===== src/rtl/vec_ergodic_pkg.sv =====
// Shared types and helpers for the vec_ergodic address generator.
// Holds the FSM state encoding and the index-width helper.
package vec_ergodic_pkg;

    typedef enum logic [1:0] {
        IDLE = 2'd0,
        RUN  = 2'd1,
        DONE = 2'd2
    } state_t;

    // A one-entry loop still needs a 1-bit index port.
    function automatic int idx_w(input int n);
        return (n > 1) ? $clog2(n) : 1;
    endfunction

endpackage


===== src/rtl/vec_ergodic_wrap.sv =====
// wrap_counter: modulo-N counter, 0..N-1; cnt is registered, and wrap flags an enabled step at N-1.
// clr has priority over en and forces the count back to zero.
module wrap_counter
    import vec_ergodic_pkg::*;
#(
    parameter int N = 2,
    parameter int W = idx_w(N)
) (
    input  logic         clk,
    input  logic         rst,
    input  logic         en,
    input  logic         clr,
    output logic [W-1:0] cnt,
    output logic         wrap
);

    localparam logic [W-1:0] LAST = W'(N - 1);

    assign wrap = en && (cnt == LAST);

    always_ff @(posedge clk or posedge rst) begin
        if (rst) begin
            cnt <= '0;
        end else if (clr) begin
            cnt <= '0;
        end else if (en) begin
            cnt <= wrap ? '0 : cnt + W'(1);
        end
    end

endmodule


===== src/rtl/vec_ergodic.sv =====
// Row-major (image outer, library inner) pair address generator; one pair per cycle when ready is high.
// Holds the pair while ready is low. Optional macro VEC_ERGODIC_STICKY_FINISH_EN keeps finish high until the next start.
module vec_ergodic
    import vec_ergodic_pkg::*;
#(
    parameter int IMG_VEC_N = 5,
    parameter int LIB_VEC_N = 20,
    localparam int IW = idx_w(IMG_VEC_N),
    localparam int LW = idx_w(LIB_VEC_N)
) (
    input  logic          clk,
    input  logic          rst,
    input  logic          start,
    input  logic          ready,
    output logic          valid,
    output logic [IW-1:0] img_addr,
    output logic [LW-1:0] lib_addr,
    output logic          linefeed,
    output logic          finish
);

    state_t state;
    logic   hs;
    logic   load;
    logic   lib_wrap;
    logic   img_wrap;

    assign hs   = valid && ready;
    assign load = (state == IDLE) && start;

    wrap_counter #(.N(LIB_VEC_N), .W(LW)) u_lib (
        .clk  (clk),
        .rst  (rst),
        .en   (hs),
        .clr  (load),
        .cnt  (lib_addr),
        .wrap (lib_wrap)
    );

    // Outer index only advances when the inner row wraps; its wrap marks the final pair.
    wrap_counter #(.N(IMG_VEC_N), .W(IW)) u_img (
        .clk  (clk),
        .rst  (rst),
        .en   (lib_wrap),
        .clr  (load),
        .cnt  (img_addr),
        .wrap (img_wrap)
    );

    always_ff @(posedge clk or posedge rst) begin
        if (rst) begin
            state    <= IDLE;
            valid    <= 1'b0;
            linefeed <= 1'b0;
        end else begin
            linefeed <= lib_wrap;
            case (state)
                IDLE: begin
                    if (start) begin
                        state <= RUN;
                        valid <= 1'b1;
                    end
                end
                RUN: begin
                    if (img_wrap) begin
                        state <= DONE;
                        valid <= 1'b0;
                    end
                end
                DONE: begin
                    state <= IDLE;
                end
                default: begin
                    state <= IDLE;
                    valid <= 1'b0;
                end
            endcase
        end
    end

    always_ff @(posedge clk or posedge rst) begin
        if (rst) begin
            finish <= 1'b0;
        end else begin
`ifdef VEC_ERGODIC_STICKY_FINISH_EN
            if (img_wrap) begin
                finish <= 1'b1;
            end else if (load) begin
                finish <= 1'b0;
            end
`else
            finish <= img_wrap;
`endif
        end
    end

endmodule


===== config.mk =====
export PLATFORM = sky130hd
export DESIGN_NAME = vec_ergodic
export DESIGN_NICKNAME = d
export VERILOG_FILES = /design/src/rtl/vec_ergodic_pkg.sv /design/src/rtl/vec_ergodic_wrap.sv /design/src/rtl/vec_ergodic.sv
export SDC_FILE = /design/constraint.sdc
export NUM_CORES = 1
export LEC_CHECK = 0
export CAP_MARGIN = 5
export CORE_UTILIZATION = 43
export CTS_CLUSTER_SIZE = 16
export DETAILED_ROUTE_END_ITERATION = 10
export GPL_TIMING_DRIVEN = 0
export PLACE_DENSITY = 0.73
export SETUP_SLACK_MARGIN = 0.4
export SLEW_MARGIN = 20
export SYNTH_ARGS = -nofsm -noshare
export SYNTH_HDL_FRONTEND = slang
export SYNTH_SLANG_ARGS = --single-unit

===== constraint.sdc =====
create_clock -name clk -period 1.25 [get_ports clk]
set_input_delay 0.3125 -clock clk [delete_from_list [all_inputs] [get_ports clk]]
set_output_delay 0.3125 -clock clk [all_outputs]
set_load 0.02 [all_outputs]

==> impl_metrics.env <==
export IMPL_rsz0062_at_grt="yes"
export IMPL_rows=13
export IMPL_seq_power_share_pct=33.3
export IMPL_p_clk_share_pct=12.9
export IMPL_tightest_slew_ns=0.293
export IMPL_grt_max_degree=14
export IMPL_worstSetupStartpointType="register"
export IMPL_final_cells=108
export IMPL_p_int_uw=1330
export IMPL_ant_nets=0
export IMPL_place_congestion=0.702
export IMPL_ys_seq_elements=13
export IMPL_drive_above_1_share_pct=60.2
export IMPL_initial_core_util_pct=48.7
export IMPL_grt_pass1_wl_um=2930
export IMPL_drc=0
export IMPL_clk_pin_slew_worst_paths_ns=0.09
export IMPL_synthXorXnorAreaFrac_pct=1.30
export IMPL_cts_htree_levels=1
export IMPL_io_pins=15
export IMPL_hold_class="primary input to asynchronous set/reset pin"
export IMPL_via_per_inst=5.52
export IMPL_diodes=0
export IMPL_cts_buffers=3
export IMPL_drt_wl_total_um=1710
export IMPL_relSlewSlack_pct=80.4
export IMPL_power_density_mw_per_mm2=1940
export IMPL_syn_avg_cell_area_um2=11.0
export IMPL_synth_top_family_by_area="simple AND/OR/NAND/NOR gates"
export IMPL_dr_pass1_iters=3
export IMPL_finalNetCount=101
export IMPL_power_switching_uw=802
export IMPL_final_hold_viol_count=0
export IMPL_grt_pass1_vias=615
export IMPL_synth_compound_area_share_pct=13.6
export IMPL_final_util_pct=79.5
export IMPL_fmax_mhz=749
export IMPL_synth_fa_ha_area_share_pct=5.58
export IMPL_ys_types=28
export IMPL_synthMuxAreaShare_pct=0
export IMPL_drt_iter0_drc=5
export IMPL_drv_cap=0
export IMPL_syn_area_um2=673
export IMPL_routed_via_count=596
export IMPL_grt_antenna_before_repair=0
export IMPL_placedCellCount=90
export IMPL_place_hpwl_um=1030
export IMPL_synth_simple_gate_area_share_pct=29.0
export IMPL_worst_setup_path_type="register to register"
export IMPL_peakVddDrop_v=0.00147
export IMPL_setup_ws_ns=-0.0848
export IMPL_whs_ns=0.317
export IMPL_final_area_mm2=0.00110
export IMPL_fillCellCount=91
export IMPL_critPathMaxFanout=3
export IMPL_required_ns=1.47
export IMPL_syn_inst=61
export IMPL_cts_root_buf="clkbuf_4"
export IMPL_grt_ovfl_total=0
export IMPL_tritoncts="yes"
export IMPL_grt_usage_pct=22.8
export IMPL_leakagePower_uw=0.000474
export IMPL_dieArea_mm2=0.00173
export IMPL_placed_area_um2=893
export IMPL_ys_seq_area_share_pct=48.3
export IMPL_combPwrFrac_pct=53.8
export IMPL_slew_violations=0
export IMPL_die_w_um=41.6
export IMPL_routedWlPerCell_um=15.9
export IMPL_syn_nets=68
export IMPL_yosysWarnings=0
export IMPL_skew_ns=0.00308
export IMPL_clock_latency_ns=0.28
export IMPL_status="finished, violations left"
export IMPL_violations="setup timing"
export IMPL_period_share_pct=107
export IMPL_switching_share_pct=37.6
export IMPL_io_buffers=14
export IMPL_worstPathArrival_ns=1.55
export IMPL_core_mm2=0.00138
export IMPL_fin_crit_ns=1.33
export IMPL_areaGrowthSynthToFinish_pct=63.4
export IMPL_clockBufferDepth=2
export IMPL_crit_path_end_kind="register"
export IMPL_setup_viol=11
export IMPL_clock_sinks=13
export IMPL_die_h_um=41.6
-- cell type report --
| type | count | area (um2) | area share [%] |
|---|---|---|---|
| clock buffer | 3 | 22.5 | 2.05 |
| timing repair buffer | 28 | 284 | 25.8 |
| multi-input combinational | 44 | 415 | 37.8 |
| clock inverter | 1 | 5.00 | 0.455 |
| inverter | 4 | 18.8 | 1.71 |
| sequential | 13 | 335 | 30.5 |
| tap | 15 | 18.8 | 1.71 |
-- path summary, 6_finish.rpt --
kind                                           from                  endpoint  slack, ns  cells past startpoint
hold reg to reg                state[1]$_DFFE_PP0P_         valid$_DFFE_PP0P_       0.61                      1
setup / recovery           u_lib.cnt[0]$_DFFE_PP0P_  u_lib.cnt[0]$_DFFE_PP0P_      -0.08                      4
max in group asynchronous                       rst  u_lib.cnt[1]$_DFFE_PP0P_       0.71                      2
hold / removal                                  rst      state[0]$_DFFE_PP0P_       0.32                      2
setup reg to reg           u_lib.cnt[0]$_DFFE_PP0P_  u_lib.cnt[0]$_DFFE_PP0P_      -0.08                      4
min in group clk                              ready          finish$_DFF_PP0_       0.57                      3
-- worst max-delay path, cell delays in order (launching register included) --
cell and delay (ns):
dfrtp_2 0.46, ha_4 0.18, and4bb_4 0.20, or3_1 0.32, a21oi_2 0.12
-- sequential cells by signal, indices dropped and copies added (netlist names) --
| register | cells |
|---|---|
| u_lib.cnt | 5 |
| u_img.cnt | 3 |
| finish | 1 |
| linefeed | 1 |
| state | 2 |
| valid | 1 |
-- cells in the final DEF, fill, tap and decap left out, types with 2 or more instances in the layout --
cell type	synthesis	layout
buf_4	0	10
and2b_1	2	2
dfrtp_2	0	8
or3_1	3	3
nand2_1	4	3
dfrtp_1	13	5
buf_6	0	13
ha_4	0	2
inv_2	0	2
o31ai_1	3	2
a21oi_2	0	2
nand3_1	3	2
dlygate4sd2_1	0	2
nand4_1	2	2
a21oi_1	4	2
clkbuf_4	0	3
-- through the flow --
stage          total power, uW  setup WS, ns  setup TNS (ns)
3_5_place_dp              1550        -0.518           -4.33
3_3_place_gp              1520        -0.503           -4.16
6_report                  2130       -0.0848          -0.451
4_1_cts                   2080       -0.0779          -0.369
2_1_floorplan             1230       -0.0794          -0.152
5_1_grt                   2250        -0.121           -1.01
-- power groups by stage --
stage	clock network (uW)	registers [uW]	logic, uW
after floorplan	0	833	397
after global placement	0	719	803
after detailed placement	0	724	823
after CTS	275	702	1100
after global routing	309	728	1220
final	275	709	1150
-- synthesized netlist by cell type --
cell type,n,area [um2]
dfrtp_1,13,325
a21oi_1,4,20.0
inv_1,4,15.0
nand2_1,4,15.0
ha_1,3,37.5
nand3_1,3,15.0
o31ai_1,3,22.5
or3_1,3,18.8
and2b_1,2,15.0
nand4_1,2,12.5
nor3_1,2,10.0
o21ai_0,2,10.0
a211oi_2,1,12.5
a32o_1,1,10.0
and2_1,1,6.26
and4bb_4,1,16.3
nand2_2,1,6.26
nand2b_1,1,6.26
nand4bb_4,1,27.5
nor2_1,1,3.75
nor3b_1,1,7.51
nor3b_2,1,12.5
nor4_1,1,6.26
o211ai_1,1,7.51
o311ai_0,1,8.76
or2b_1,1,7.51
or3b_2,1,8.76
xor2_1,1,8.76
-- cells by family (layout without fill, tap and decap cells) --
kind of cell / Yosys count / after routing
flops: 13 / 13
xor+xnor: 1 / 1
fa+ha+maj: 3 / 3
compound gates: 13 / 13
simple gates: 27 / 27
buf+inv: 4 / 36
-- metal layers --
metal	track usage (%)	share of wire [%]	vias to the layer above	wire length [um]
met5	0	0	-	0
met4	9.68	1.3	0	23
met3	6.96	3.2	4	54
met2	36.3	48	12	822
met1	28.4	47	288	814
li1	-	-	292	-
-- what timing repair did --
action / 4_1_cts / 5_1_grt
pin swaps: 4 / 0
buffers inserted: 14 / 0
endpoints found under the setup margin: 24 / 27
hold buffers: 0 / 0
resized for setup: 74 / 6
Power figures use the tool's default switching activity.
